$ cat config.mk
export PLATFORM = sky130hd
export DESIGN_NAME = hamming_enc_tx
export DESIGN_NICKNAME = d
export VERILOG_FILES = /design/src/rtl/hamming_pkg.sv /design/src/rtl/hamming_enc_core.sv /design/src/rtl/hamming_enc_tx.sv
export SDC_FILE = /design/constraint.sdc
export NUM_CORES = 1
export LEC_CHECK = 0
export ABC_AREA = 0
export CORE_UTILIZATION = 46
export CTS_CLUSTER_DIAMETER = 50
export DETAILED_ROUTE_END_ITERATION = 10
export PLACE_DENSITY = 0.72
export SLEW_MARGIN = 5
export SYNTH_ARGS = -nofsm -noshare
export SYNTH_HDL_FRONTEND = slang
export SYNTH_HIERARCHICAL = 1
export SYNTH_SLANG_ARGS = --single-unit
$ cat constraint.sdc
create_clock -name clk -period 4 [get_ports clk]
set_input_delay 0.8 -clock clk [delete_from_list [all_inputs] [get_ports clk]]
set_output_delay 0.8 -clock clk [all_outputs]
set_load 0.01 [all_outputs]
$ cat src/rtl/hamming_pkg.sv
// Shared types and helpers for the Hamming encode/transmit path.
// Codeword positions are 1-based; powers of two hold parity.
package hamming_pkg;

  typedef enum logic {
    IDLE,
    SEND
  } tx_state_t;

  function automatic int code_width(input int ip_bit);
    return ip_bit + 4;
  endfunction

  function automatic bit is_parity_pos(input int p);
    return (p > 0) && ((p & (p - 1)) == 0);
  endfunction

endpackage

$ cat src/rtl/hamming_enc_core.sv
// Combinational Hamming(IP_BIT+4, IP_BIT) encoder with a one-bit
// error injector; position p of the codeword sits at bit CW-p.
module hamming_enc_core
  import hamming_pkg::*;
#(
  parameter int IP_BIT = 8,
  localparam int CW = code_width(IP_BIT)
) (
  input  logic [IP_BIT-1:0] in_data,
  input  logic [3:0]        inj_pos,
  output logic [CW-1:0]     code
);

  // Data positions at or below p (1-based rank of a data position).
  function automatic int data_rank(input int p);
    int n;
    n = 0;
    for (int q = 1; q <= p; q++)
      if (!is_parity_pos(q)) n++;
    return n;
  endfunction

  // Data positions whose index has bit k set.
  function automatic logic [CW-1:0] cover_mask(input int k);
    logic [CW-1:0] m;
    m = '0;
    for (int p = 1; p <= CW; p++)
      if (!is_parity_pos(p) && ((p >> k) & 1) == 1)
        m = m | ({{(CW-1){1'b0}}, 1'b1} << (CW - p));
    return m;
  endfunction

  logic [CW-1:0] dvec;
  logic [CW-1:0] pvec;
  logic [CW-1:0] flip;
  logic [3:0]    par;

  for (genvar p = 1; p <= CW; p++) begin : g_pos
    if (is_parity_pos(p)) begin : g_par
      assign dvec[CW-p] = 1'b0;
      assign pvec[CW-p] = par[$clog2(p)];
    end else begin : g_dat
      assign dvec[CW-p] = in_data[IP_BIT-data_rank(p)];
      assign pvec[CW-p] = 1'b0;
    end
    assign flip[CW-p] = (inj_pos == 4'(p));
  end

  for (genvar k = 0; k < 4; k++) begin : g_chk
    assign par[k] = ^(dvec & cover_mask(k));
  end

  assign code = (dvec | pvec) ^ flip;

endmodule

$ cat src/rtl/hamming_enc_tx.sv
// Hamming encoder + serial transmitter, position 1 first.
// Back-to-back words reload on the last bit with no bubble.
module hamming_enc_tx
  import hamming_pkg::*;
#(
  parameter int IP_BIT = 8,
  localparam int CW = code_width(IP_BIT)
) (
  input  logic              clk,
  input  logic              rst,
  input  logic              in_valid,
  output logic              in_ready,
  input  logic [IP_BIT-1:0] in_data,
  input  logic [3:0]        inj_pos,
  output logic              code_valid,
  output logic [CW-1:0]     out_code,
  output logic              out_valid,
  input  logic              out_ready,
  output logic              out_bit,
  output logic              out_last
);

  tx_state_t     state;
  tx_state_t     state_nxt;
  logic [3:0]    bit_cnt;
  logic [CW-1:0] shreg;
  logic [CW-1:0] enc_code;
  logic          accept;
  logic          beat;

  hamming_enc_core #(
    .IP_BIT (IP_BIT)
  ) u_core (
    .in_data (in_data),
    .inj_pos (inj_pos),
    .code    (enc_code)
  );

  // Handshake and serial outputs decoded from the current state.
  always_comb begin
    out_valid = (state == SEND);
    out_last  = (state == SEND) && (bit_cnt == 4'(CW - 1));
    out_bit   = (state == SEND) && shreg[CW-1];
    beat      = out_valid && out_ready;
    in_ready  = (state == IDLE) || (beat && out_last);
    accept    = in_valid && in_ready;
  end

  // Next-state: start on a word, leave SEND on the last beat.
  always_comb begin
    state_nxt = state;
    unique case (state)
      IDLE: if (in_valid) state_nxt = SEND;
      SEND: if (beat && out_last)
              state_nxt = in_valid ? SEND : IDLE;
      default: state_nxt = IDLE;
    endcase
  end

  // State register.
  always_ff @(posedge clk) begin
    if (rst) state <= IDLE;
    else     state <= state_nxt;
  end

  // Codeword capture, shifter and beat counter.
  always_ff @(posedge clk) begin
    if (rst) begin
      shreg      <= '0;
      out_code   <= '0;
      code_valid <= 1'b0;
      bit_cnt    <= '0;
    end else begin
      code_valid <= accept;
      if (accept) begin
        shreg    <= enc_code;
        out_code <= enc_code;
        bit_cnt  <= '0;
      end else if (beat) begin
        shreg   <= shreg << 1;
        bit_cnt <= out_last ? 4'd0 : bit_cnt + 4'd1;
      end
    end
  end

endmodule

=== Yosys cells after proc, flatten, opt, wreduce, memory -nomap -nowiden ===
Cells that the tools add are included.
Widths: inputs -> output; s select.

* Flip-flop bits (word level): 30
* Input bits: 16
* Output and inout port bits: 17
* Word-level logic and storage cells: 40

* Add/sub/neg operators: 1
* Equal/unequal tests: 13
* Muxes and demuxes: 6
* Bitwise operators: 3
* Reduce and logical (&&, ||, !) cells: 12

{| class="wikitable"
|+ Operators with widths
! kind !! number
|-
| $reduce_xor 12->1 || 4
|-
| $eq 4x4->1 const B || 6
|-
| $mux 12 || 2
|-
| $eq 4x3->1 const B || 4
|-
| $or 10x12->12 || 1
|-
| $xor 12x12->12 || 1
|-
| $eq 4x2->1 const B || 2
|-
| $logic_and 1x1->1 || 5
|-
| $add 4x1->4 const B || 1
|-
| $eq 4x1->1 const B || 1
|-
| $mux 4 || 1
|-
| $mux 1 || 2
|-
| $pmux 1 s2 || 1
|-
| $reduce_bool 2->1 || 1
|-
| $reduce_or 2->1 || 1
|-
| $logic_or 1x1->1 || 1
|-
| $not 1->1 || 1
|}

=== Depth between registers and ports, before layout ===
* Depth after elaboration: 6
* Gate-level depth with buffers: 6
* Mapped depth without buffers: 5

=== Modules after synthesis ===
Netlist, hierarchy kept.

{| class="wikitable"
|+ By module, submodules not included
! module !! times used !! cells an instance !! area each (sq um) !! sequential area each (sq um)
|-
| hamming_enc_tx || 1 || 142 || 1,368.8 || 600.6
|-
| hamming_enc_core || 1 || 35 || 421.7 || 0.0
|}

=== Worst setup path before layout ===
No wires, ideal clock.

* Path kind: input -> output
* From: in out_ready
* To: out in_ready
* Arrival: 1,194 ps
* Data required time: 3,200 ps
* Path slack: 2,006 ps
* Stages: 2
* Buffers on the path: 0
* Path through: and4b_4 > nand2b_1

* Cells in the longest elaborated chain, start to end: 3

{| class="wikitable"
|+ Ends and longest elaborated chain
! what !! line !! RTL
|-
| start, declared || hamming_enc_tx.sv:18 || <nowiki>input logic out_ready,</nowiki>
|-
| $logic_and 1x1->1 || hamming_enc_tx.sv:44 || <nowiki>beat = out_valid && out_ready;</nowiki>
|-
| $logic_and 1x1->1 || hamming_enc_tx.sv:45 || <nowiki>in_ready = (state == IDLE) || (beat && out_last);</nowiki>
|-
| $logic_or 1x1->1 || hamming_enc_tx.sv:45 ||
|-
| end, declared || hamming_enc_tx.sv:12 || <nowiki>output logic in_ready,</nowiki>
|}

Every way passes these cells.

=== Worst setup path in the final report ===
Same ends and word-level chain as after synthesis.

==> flow_summary.json <==
{
  "die_h_um": 64.4,
  "first_global_vias": 1393,
  "synth-edff-count": 0,
  "final_cell_mix": "clkdlybuf4s50_1, dfxtp_1, nand2b_1, mux2i_1",
  "setup.worst_path.end_class": "output pin",
  "routed_wl_um": 3640,
  "syn_to_final_growth_pct": 23.5,
  "clock_latency_ns": 0.28,
  "path_max_fanout": 7,
  "maxCapViolations": 0,
  "synth_cells": 177,
  "rsz0062_at_grt": "false",
  "worst_slew_pin_slew_ns": 1.05,
  "avgRoutedWirePerCell_um": 14.5,
  "fin_ws_ns": 0.853,
  "post_drt_via_cell_ratio": 5.42,
  "period_needed_ns": 3.15,
  "worstSetupPathType": "primary input to output pin",
  "yosysSeqAreaShare_pct": 33.5,
  "fin_crit_sh_pct": 78.7,
  "n_antenna_cell": 0,
  "fin_nets": 220,
  "gr-total-overflow": 0,
  "cp-start-kind": "primary input",
  "ys.flop_type": "dfxtp_1",
  "placement.setup.worst_slack_ns": 0.861,
  "hold_start": "out_code[0]",
  "status": "complete, no violations",
  "cellLeakagePower_uw": 0.000884,
  "cts-resized-gates": 0,
  "arrival_ns": 2.35,
  "slowest_stage": "clkdlybuf4s50_1",
  "hold_class": "register to register",
  "hpwl_um": 2630,
  "clock-sinks": 30,
  "die-area_um2": 4150,
  "crit-reg2reg-launch": "out_valid",
  "crit_start": "out_ready",
  "setup_viol": 0,
  "clockBufferDepth": 2,
  "max_stage_delay_ns": 0.59,
  "async_reset_ff_share_pct": 0,
  "synth.distinct_cells": 35,
  "grt_max_degree": 23,
  "pin_count": 33,
  "root_buffer": "clkbuf_8",
  "grt_pass1_wl_um": 6410,
  "dieWidth_um": 64.4,
  "ant_nets": 0,
  "ys.warnings.count": 6,
  "fillers": 320,
  "synth_area_um2": 1790,
  "synth.net_count": 194,
  "clk_pin_slew_ns": 0.06,
  "path_common_cell": "clkdlybuf4s50_1",
  "post_route_cells_drive_above_1_share_pct": 16.2,
  "grtUsageTotal_pct": 20.0,
  "path_buf_inv": 2,
  "initial_core_util_pct": 48.5,
  "cts_buffers": 5,
  "required_ns": 3.20,
  "ys_ff_latch": 30,
  "hold_viol": 0,
  "vias": 1366,
  "cts_setup_buffers": 0,
  "gp_congestion": 0.771,
  "final.setup_skew_ns": 0.00530,
  "path_cells": "clkdlybuf4s50_1 > and4b_4 > nand2b_1 > clkdlybuf4s50_1",
  "tns_ns": 0,
  "layout_commonest_cell": "clkdlybuf4s50_1",
  "slew_headroom_pct": 28.3,
  "htree_levels": 2,
  "firstDrtPassIters": 4,
  "drc": 0,
  "portBuffers": 32,
  "antenna_found_initial": 0,
  "fmax_mhz": 318,
  "ir_drop_mv": 0.245,
  "cts_tree": "yes",
  "powerDensity_nw_per_um2": 360,
  "core_area_um2": 3690,
  "crit_family": "buffers and inverters",
  "num_rows": 22,
  "syn_avg_cell_area_um2": 10.1,
  "ctsHoldBuffers": 0,
  "finalMaxSlewViolations": 0,
  "drtIter0Drc": 88
}
[metrics by stage]
step	power (uW)	area (um2)	std cells	utilization (%)	hold slack [ns]
detailed placement	519	2100	244	57.0	0.467
global placement	515	2100	244	57.0	0.458
CTS	805	2210	252	59.9	0.478
finish	795	2210	252	59.9	0.471
floorplan	455	1790	177	-	0.450
global route	837	2210	252	59.9	0.486
[Yosys cell counts (all sizes together) (2+ instances only)]
cell | instances | share of area (%)
nand2b | 24 | 8.4
buf | 10 | 3.5
nand4b | 2 | 0.98
nand2 | 3 | 0.63
nor3 | 2 | 0.84
nor4b | 5 | 3.8
xnor3 | 6 | 7.5
clkbuf | 4 | 0.84
nor2 | 4 | 0.84
and4bb | 6 | 4.2
o2111ai | 2 | 0.98
xnor2 | 4 | 2.0
o221a | 11 | 6.9
inv | 13 | 2.7
a21oi | 13 | 3.6
o21ai | 2 | 0.56
mux2i | 14 | 7.8
dfxtp | 30 | 34
xor2 | 9 | 4.4
[cell families after synthesis]
| logic type | Yosys count | synth area share [%] |
|---|---|---|
| adders and majority gates | 1 | 0.699 |
| AOI/OAI and AO/OA | 31 | 13.3 |
| buffers and inverters | 27 | 7.06 |
| muxes | 15 | 8.46 |
| DFF | 30 | 33.5 |
| xor gates and xnor gates | 19 | 13.9 |
| and+or+nand+nor | 54 | 23.1 |
[final timing paths]
kind | endpoint | slack, ns | depth (start not counted)
worst min-delay path | out_code[0] | 0.47 | 2
worst max register to register | shreg[2] | 2.11 | 3
worst min register to register | out_code[0] | 0.47 | 2
worst max-delay path | in_ready | 0.85 | 4
[flip-flops by register name, indices dropped and copies added (netlist names)]
register / flops
code_valid: 1
shreg: 12
out_code: 12
bit_cnt: 4
out_valid: 1
[power breakdown]
group	total (uW)	switching (uW)	leakage [uW]	internal, uW
sequential	337	13.3	0.000247	323
clock	282	109	0.0000575	174
combinational	176	78.6	0.000579	97.3
[worst min-delay path: cells and delay by family, from the launching register on]
family,cells,cell delay (ns)
AO/OA/AOI/OAI,1,0.05
AND/OR/NAND/NOR,1,0.06
flip-flops,1,0.31
[cell type report]
type	instances	area, um2	share of cell area, %
multi-input combinational	120	1060	48.1
sequential	30	601	27.2
timing repair buffer	33	328	14.8
clock buffer	8	110	4.98
tap	48	60.1	2.72
inverter	13	48.8	2.21
[metal layers]
layer	wire length, um	up-vias	share of wire (%)	track usage, %
li1	-	675	-	-
met1	1620	645	44	24.0
met2	1800	40	49	33.8
met3	184	6	5.1	6.25
met4	37	0	1.0	6.11
met5	0	-	0	0
No activity file was read; power rests on OpenSTA's default activity.
